`src/rtl/br_amba_axi_isolate_rst_seq_if.sv`:
```
// Handshake bundle between the reset sequencer, its requester
// and the AXI isolate stage.
interface br_amba_axi_isolate_rst_seq_if;
   logic reset_req;
   logic reset_busy;
   logic reset_done;
   logic isolate_req;
   logic isolate_done;
   logic downstream_rst;
   logic timeout_err;
   logic timeout_clear;

   modport slave (
      input  reset_req,
      input  isolate_done,
      input  timeout_clear,
      output reset_busy,
      output reset_done,
      output isolate_req,
      output downstream_rst,
      output timeout_err
   );

   modport master (
      output reset_req,
      output isolate_done,
      output timeout_clear,
      input  reset_busy,
      input  reset_done,
      input  isolate_req,
      input  downstream_rst,
      input  timeout_err
   );
endinterface

```
`src/rtl/br_amba_axi_isolate_rst_seq.sv`:
```
// Isolate-then-reset sequencer for a downstream AXI subordinate,
// using a 4-phase handshake with the isolate stage.
module br_amba_axi_isolate_rst_seq #(
   parameter int ResetCycles   = 16,
   parameter int TimeoutCycles = 1024
) (
   input logic clk,
   input logic rst_n,
   br_amba_axi_isolate_rst_seq_if.slave bus
);
   localparam int CntMax = (ResetCycles > TimeoutCycles) ?
                           ResetCycles : TimeoutCycles;
   localparam int CW = (CntMax < 1) ? 1 : $clog2(CntMax + 1);
   localparam logic [CW-1:0] RLoad = CW'(ResetCycles - 1);
   localparam logic [CW-1:0] TMax  = CW'(TimeoutCycles);
   localparam logic [CW-1:0] One   = CW'(1);
   localparam bit TEn = (TimeoutCycles > 0);

   localparam logic [2:0] S_IDLE = 3'd0;
   localparam logic [2:0] S_ISO  = 3'd1;
   localparam logic [2:0] S_RST  = 3'd2;
   localparam logic [2:0] S_REL  = 3'd3;
   localparam logic [2:0] S_DONE = 3'd4;

   if (ResetCycles < 1) begin : g_bad_rc
      $error("ResetCycles must be >= 1");
   end
   if (TimeoutCycles < 0) begin : g_bad_tc
      $error("TimeoutCycles must be >= 0");
   end

   logic [2:0]    r_state;
   logic [2:0]    w_nxt;
   logic [CW-1:0] r_cnt;
   logic [CW-1:0] w_cnt;
   logic          r_fired;
   logic          w_wait;
   logic          w_hit;
   logic          r_ireq;
   logic          r_drst;
   logic          r_busy;
   logic          r_done;
   logic          r_err;

   // One timeout event per wait phase, so a clear can stick
   assign w_wait = (r_state == S_ISO) || (r_state == S_REL);
   assign w_hit  = TEn && w_wait && (r_cnt == TMax) && !r_fired;

   always_comb begin
      w_nxt = r_state;
      w_cnt = r_cnt;
      unique case (r_state)
         S_IDLE: begin
            if (bus.reset_req) begin
               w_nxt = S_ISO;
               w_cnt = '0;
            end
         end
         S_ISO: begin
            if (bus.isolate_done) begin
               w_nxt = S_RST;
               w_cnt = RLoad;
            end else if (r_cnt != TMax) begin
               w_cnt = r_cnt + One;
            end
         end
         S_RST: begin
            if (r_cnt == '0) begin
               w_nxt = S_REL;
               w_cnt = '0;
            end else begin
               w_cnt = r_cnt - One;
            end
         end
         S_REL: begin
            if (!bus.isolate_done) begin
               w_nxt = S_DONE;
               w_cnt = '0;
            end else if (r_cnt != TMax) begin
               w_cnt = r_cnt + One;
            end
         end
         default: begin
            w_nxt = S_IDLE;
            w_cnt = '0;
         end
      endcase
   end

   always_ff @(posedge clk or negedge rst_n) begin
      if (!rst_n) begin
         r_state <= S_IDLE;
         r_cnt   <= '0;
         r_fired <= 1'b0;
         r_ireq  <= 1'b0;
         r_drst  <= 1'b0;
         r_busy  <= 1'b0;
         r_done  <= 1'b0;
         r_err   <= 1'b0;
      end else begin
         r_state <= w_nxt;
         r_cnt   <= w_cnt;
         r_fired <= (w_nxt != r_state) ? 1'b0 : (r_fired | w_hit);
         r_ireq  <= (w_nxt == S_ISO) || (w_nxt == S_RST);
         r_drst  <= (w_nxt == S_RST);
         r_busy  <= (w_nxt != S_IDLE);
         r_done  <= (w_nxt == S_DONE);
         r_err   <= w_hit | (r_err & ~bus.timeout_clear);
      end
   end

   assign bus.isolate_req    = r_ireq;
   assign bus.downstream_rst = r_drst;
   assign bus.reset_busy     = r_busy;
   assign bus.reset_done     = r_done;
   assign bus.timeout_err    = r_err;
endmodule

```
`src/flat_wrapper.sv`:
```
// flat-port wrapper written by rule: the top's interface ports become plain ports
module br_amba_axi_isolate_rst_seq_flat 
#(
   parameter int ResetCycles   = 16,
   parameter int TimeoutCycles = 1024
)
  (clk, rst_n, bus_reset_req, bus_isolate_done, bus_timeout_clear, bus_reset_busy, bus_reset_done, bus_isolate_req, bus_downstream_rst, bus_timeout_err);
  br_amba_axi_isolate_rst_seq_if bus_i ();
  input logic clk;
  input logic rst_n;
  input wire logic [$bits(bus_i.reset_req)-1:0] bus_reset_req;
  input wire logic [$bits(bus_i.isolate_done)-1:0] bus_isolate_done;
  input wire logic [$bits(bus_i.timeout_clear)-1:0] bus_timeout_clear;
  output wire logic [$bits(bus_i.reset_busy)-1:0] bus_reset_busy;
  output wire logic [$bits(bus_i.reset_done)-1:0] bus_reset_done;
  output wire logic [$bits(bus_i.isolate_req)-1:0] bus_isolate_req;
  output wire logic [$bits(bus_i.downstream_rst)-1:0] bus_downstream_rst;
  output wire logic [$bits(bus_i.timeout_err)-1:0] bus_timeout_err;
  assign bus_i.reset_req = bus_reset_req;
  assign bus_i.isolate_done = bus_isolate_done;
  assign bus_i.timeout_clear = bus_timeout_clear;
  assign bus_reset_busy = bus_i.reset_busy;
  assign bus_reset_done = bus_i.reset_done;
  assign bus_isolate_req = bus_i.isolate_req;
  assign bus_downstream_rst = bus_i.downstream_rst;
  assign bus_timeout_err = bus_i.timeout_err;
  br_amba_axi_isolate_rst_seq #(.ResetCycles(ResetCycles), .TimeoutCycles(TimeoutCycles)) u_core (.clk(clk), .rst_n(rst_n), .bus(bus_i));
endmodule
```
`config.mk`:
```
export PLATFORM = sky130hd
export DESIGN_NAME = br_amba_axi_isolate_rst_seq_flat
export DESIGN_NICKNAME = d
export VERILOG_FILES = /design/src/rtl/br_amba_axi_isolate_rst_seq_if.sv /design/src/rtl/br_amba_axi_isolate_rst_seq.sv /design/src/flat_wrapper.sv
export SDC_FILE = /design/constraint.sdc
export NUM_CORES = 1
export LEC_CHECK = 0
export CAP_MARGIN = 20
export CORE_ASPECT_RATIO = 1.5
export CORE_MARGIN = 3
export CORE_UTILIZATION = 30
export DETAILED_ROUTE_END_ITERATION = 6
export DONT_BUFFER_PORTS = 1
export HOLD_SLACK_MARGIN = 0.15
export SLEW_MARGIN = 0
export SYNTH_ARGS = -nofsm -noshare
export SYNTH_HDL_FRONTEND = slang
export SYNTH_SLANG_ARGS = --single-unit
```
`constraint.sdc`:
```
create_clock -name clk -period 2.5 [get_ports clk]
set_input_delay 0.375 -clock clk [delete_from_list [all_inputs] [get_ports clk]]
set_output_delay 0.375 -clock clk [all_outputs]
set_load 0.005 [all_outputs]
```
=== Yosys cells after proc, flatten, opt, wreduce, memory -nomap -nowiden ===
Cells that the tools add are included.

* Input port bits: 5
* Output and inout port bits: 5
* Bits in registers: 20
* Logic and storage cells: 44

* Equal/unequal tests: 10
* Reduce and logical (&&, ||, !) cells: 8
* Bitwise gates (word level): 4
* Muxes and demuxes: 12
* Add/subtract/negate cells: 2

{| class="wikitable"
|+ Operators with widths
! kind !! count
|-
| 11-bit two-way mux || 5
|-
| 11-bit one-hot mux with 4 select lines || 1
|-
| 3-bit two-way mux || 4
|-
| 3-bit one-hot mux with 4 select lines || 1
|-
| 11-bit by 1-bit adder with 11-bit output (second input constant) || 1
|-
| 11-bit equality test (second input constant) || 1
|-
| 11-bit logical NOT || 1
|-
| 11-bit inequality test (second input constant) || 1
|-
| 11-bit by 1-bit subtractor with 11-bit output (second input constant) || 1
|-
| 3-bit by 2-bit equality test with 1-bit output (second input constant) || 3
|-
| 3-bit by 1-bit equality test with 1-bit output (second input constant) || 2
|-
| 3-bit equality test (second input constant) || 1
|-
| 3-bit logical NOT || 1
|-
| 3-bit inequality test || 1
|-
| 3-bit nonzero test || 1
|-
| 1-bit logical AND || 2
|-
| 1-bit logical OR || 2
|-
| 2-bit inequality test (second input constant) || 1
|-
| 1-bit OR || 2
|-
| 1-bit AND || 1
|-
| 1-bit logical NOT || 1
|-
| 1-bit two-way mux || 1
|-
| 1-bit inverter || 1
|}

=== Depth between registers and ports, before layout ===
* Depth in word-level cells: 6
* Mapped depth: 8
* Mapped depth without buffers: 7

=== Worst setup path before layout ===
Ideal clock, no wire load.

* Kind: reg2reg
* Start: register u_core.r_cnt[1]
* End: register u_core.r_cnt[1]
* Path buffers: 1
* Path slack: 751 ps
* Clock period less this slack: 1749 ps
* Data arrival time: 1609 ps
* Library setup time: 140 ps
* Data required time: 2360 ps
* Stages on the path, launching flop included: 9
* Path through: dfrtp_1 > inv_1 > ha_1 > nor4b_2 > a31o_4 > nor2_4 > buf_6 > a221oi_2 > o21ai_1

* Cells in the longest elaborated chain, start to end: 4
* Elaborated cells between the ends (all ways): 9
* Those cells by class: 2 x add/sub; 1 x eq/ne; 5 x mux; 1 x reduce/logical

{| class="wikitable"
|+ RTL lines
! element !! RTL line !! source
|-
| from (decl) || br_amba_axi_isolate_rst_seq.sv:34 || <nowiki>logic [CW-1:0] r_cnt;</nowiki>
|-
| from (signal assigned) || br_amba_axi_isolate_rst_seq.sv:102 || <nowiki>r_cnt <= w_cnt;</nowiki>
|-
| 11-bit by 1-bit adder with 11-bit output or 11-bit inequality test (tied branches) || n/a ||
|-
| 11-bit two-way mux || br_amba_axi_isolate_rst_seq.sv:63, br_amba_axi_isolate_rst_seq.sv:79 ||
|-
| 11-bit two-way mux (on tied branches) || br_amba_axi_isolate_rst_seq.sv:76, br_amba_axi_isolate_rst_seq.sv:60 ||
|-
| 11-bit one-hot mux with 4 select lines (*) || br_amba_axi_isolate_rst_seq.sv:52 || <nowiki>unique case (r_state)</nowiki>
|}

Mark *: on every way between the ends. The rest lies on a longest branch, timed or not.
A chain may end at the register's enable or synchronous reset.

=== Final worst setup path ===
* Start: register u_core.r_cnt[1]
* End: register u_core.r_cnt[7]

Same word-level chain as after synthesis.

==> impl_summary.txt <==
----------------------------------------------------
[Status]
  Run status ... finished clean

[Yosys]
  Distinct cell type count after synthesis ... 45
  FF+latch count, synth ... 20
  Synthesized Nets ... 161
  Post-synth EDFFs ... 0
  Share of synthesized registers carrying an async set or reset ... 100.0%
  Share of the synthesized area in the top cell type ... 36.73%
  Cell type with the largest total area after synthesis ... sky130_fd_sc_hd__dfrtp_1
  Proportion of synthesized chip area in sequential cells ... 36.73%
  Post-synthesis average cell area ... 8.906 sq um
  Yosys synthesis warning count ... 0
  Most area-consuming cells after synthesis ... sky130_fd_sc_hd__dfrtp_1, sky130_fd_sc_hd__nor2_1, sky130_fd_sc_hd__a31oi_1, sky130_fd_sc_hd__ha_1, sky130_fd_sc_hd__a221oi_1
  Mapped cell area ... 1363 sq um
  Number of instances in the synthesized netlist ... 153
  Most frequently used flop master after synthesis ... sky130_fd_sc_hd__dfrtp_1

[Setup path]
  Startpoint type of the worst setup path ... flip-flop
  Cell type of the slowest stage on the worst timing path ... sky130_fd_sc_hd__dfrtp_1
  Sum of buffers and inverters on the critical path ... 1
  Worst-path maximum fanout ... 18
  Stage delay of the slowest cell on the critical path ... 0.47 ns
  Cell type group with the largest total delay on the critical path ... simple AND/OR/NAND/NOR gates
  Crit path arrival time ... 2.27 ns
  Critical path endpoint category ... flip-flop
  Critical path required time ... 2.68 ns
  Worst-path cell chain ... inv_1, ha_1, nor4b_2, a31o_4, nor2_4, or2b_1, a31oi_1
  Critical Setup Path Class ... reg2reg

[Timing]
  Portion of the clock cycle consumed by the worst path in the final layout ... 83.26%
  Unrepaired setup endpoints after global routing ... false
  Largest clock skew in the final design ... 0.001216 ns
  Post-layout minimum cycle time ... 2.082 ns
  Final setup fails ... 0
  Worst max-slew margin expressed relative to the limit ... 38.00%
  Hold violation total from the final report ... 0
  Timing-limited maximum frequency ... 480.4 MHz
  Total Negative Setup Slacks ... 0 ns
  Number of max-slew violations in the final report ... 0
  Worst-margin pin slew ... 0.9269 ns
  Worst hold-check slack ... 0.1804 ns

[CTS]
  Total CTS buffers ... 3
  H-tree depth reported by CTS ... 1
  Post-CTS Setup Inserts ... 0
  Number of buffers between clock root and the deepest sink ... 2
  Worst skew pair latency ... 0.26 ns
  Clock tree from TritonCTS ... yes
  Register clock-pin slew on the reported worst setup and hold paths ... 0.07 ns
  Cell at the root of the clock tree ... sky130_fd_sc_hd__clkbuf_8
  Hold-fix buffers at CTS ... 1
  Clock tree sinks ... 20
  Number of cells upsized or downsized after cts ... 0

[Floorplan]
  Overall die height ... 88.54 microns
  Area of the core ... 4318 sq um
  Top-level I/O count ... 10
  Effective utilization at floorplan ... 31.56%
  Die width ... 61.03 microns
  Count of standard-cell rows ... 29
  DIE AREA ... 5403 sq um

[Route]
  Drt drc ... 0
  Routed vias ... 1212
  Antenna Nets Post-Route ... 0
  Via density per instance ... 6.184
  Detailed-router iteration count before antenna repair ... 4
  Routed wire length per instance ... 16.86 microns
  Routed WL ... 3.305 mm
  Starting DRC count in detailed routing ... 44

[Finish]
  Most common library cell in the layout ignoring fill and taps ... sky130_fd_sc_hd__dfrtp_1
  Final instance area ... 1423 sq um
  Layout area overhead ... 4.407%
  Total number of nets in the final design ... 160
  Most used cells in the layout excluding fill and tap cells ... sky130_fd_sc_hd__dfrtp_1, sky130_fd_sc_hd__nor2_1, sky130_fd_sc_hd__nand2_1
  Filler Cell Count ... 444
  Antenna diode instance count ... 0
  Ratio of cells with drive above 1 in the final layout ... 7.333%

[Power]
  Peak supply drop ... 571.2 uV
  Power density normalized to cell area ... 1244 nW/um^2
  Leak pwr ... 0.5656 nW

[Global route]
  Antenna violations before repair ... 0
  Via count of the first global-routing pass ... 1204
  Pin count of the biggest net entering global routing ... 21
  Overall track demand over capacity in global routing ... 13.07%
  Wire length of the first global-routing pass ... 5.437 mm
  Residual overflow from global routing ... 0

[Placed design]
  Instance area at placement ... 1371 sq um
  Post-DP HPWL ... 2.486 mm
  Routability congestion estimate from global placement ... 0.7817
  Buffers added on ports ... 0

[Run]
  Total of max-cap violations ... 0

[Hold path]
  Type of the worst min-delay path ... in2reg

----------------------------------------------------
[worst reg2reg max path: stages (launching register included)]
cell and delay, ns:
sky130_fd_sc_hd__dfrtp_1 0.47, sky130_fd_sc_hd__inv_1 0.12, sky130_fd_sc_hd__ha_1 0.21, sky130_fd_sc_hd__nor4b_2 0.17, sky130_fd_sc_hd__a31o_4 0.27, sky130_fd_sc_hd__nor2_4 0.34
sky130_fd_sc_hd__or2b_1 0.28, sky130_fd_sc_hd__a31oi_1 0.15
[synth_stat cells, drive strengths merged (2+ instances only)]
master / n
nor4b: 3
o21a: 2
and3: 4
o31ai: 2
a21oi: 6
mux2i: 2
nor2b: 3
a221oi: 6
buf: 7
nor2: 19
a211oi: 2
or4: 2
nor3: 6
a31oi: 6
and4: 2
inv: 7
ha: 3
o211ai: 3
or3: 2
dfrtp: 20
nand3: 5
or2b: 2
and2: 2
nand2: 8
nand2b: 3
nor4: 3
o21ai: 9
nand4: 4
[per-layer routing]
metal | share of wire [%] | GRT usage, % | up-vias | wire length, microns
li1 | - | - | 566 | -
met1 | 40 | 14.89 | 613 | 1307
met2 | 56 | 23.12 | 27 | 1859
met3 | 2.5 | 1.752 | 6 | 84
met4 | 1.6 | 6.312 | 0 | 53
met5 | 0 | 0 | - | 0
[cell families after synthesis]
group / count (synthesis) / synth area share (%)
simple gates: 70 / 29.84
xor+xnor: 1 / 0.6429
buf+inv: 15 / 6.060
flops: 20 / 36.73
mux: 2 / 1.469
fa+ha+maj: 3 / 2.755
compound gates: 42 / 22.50
[registers in the layout, indices dropped and copies added, names as in the netlist]
register	cells
u_core.r_state	3
u_core.bus.reset_busy	1
u_core.bus.downstream_rst	1
u_core.bus.reset_done	1
u_core.r_fired	1
u_core.bus.isolate_req	1
u_core.bus.timeout_err	1
u_core.r_cnt	11
[cell type report]
class                   count  area, sq um  share of cell area [%]
repair buffers              2        17.52                   1.231
well taps                  46        57.56                   4.046
multi-input cells         118        779.5                   54.79
clock buffers               3        41.29                   2.902
inverters                   7        26.28                   1.847
flip-flops and latches     20        500.5                   35.18
[stage by stage]
stage | cells | power [mW] | setup slack, ns | util (%)
finish | 196 | 1.770 | 0.4184 | 32.95
global route | 196 | 1.920 | 0.2852 | 32.95
CTS | 196 | 1.764 | 0.4339 | 32.95
detailed placement | 192 | 1.542 | 0.4462 | 31.76
global placement | 192 | 1.509 | 0.5275 | 31.76
floorplan | 153 | 1.373 | 0.7514 | -
[path summary, 6_finish.rpt]
| check | slack [ns] | cells past startpoint | end | startpoint |
|---|---|---|---|---|
| max | 0.42 | 7 | u_core.r_cnt[7]$_DFFE_PN0P_ | u_core.r_cnt[1]$_DFFE_PN0P_ |
| min | 0.18 | 1 | u_core.bus.reset_done$_DFF_PN0_ | bus_isolate_done |
| max reg2reg | 0.42 | 7 | u_core.r_cnt[7]$_DFFE_PN0P_ | u_core.r_cnt[1]$_DFFE_PN0P_ |
| min reg2reg | 0.58 | 2 | u_core.bus.timeout_err$_DFF_PN0_ | u_core.bus.timeout_err$_DFF_PN0_ |
| max in group asynchronous | 1.24 | 1 | u_core.r_cnt[4]$_DFFE_PN0P_ | rst_n |
| min in group asynchronous | 0.70 | 1 | u_core.r_cnt[7]$_DFFE_PN0P_ | rst_n |
[power breakdown]
group	switching, mW	internal [mW]
registers	0.234	0.447
clock network	0.107	0.107
logic	0.516	0.359
Note: power is estimated with default switching activity, not from simulation.
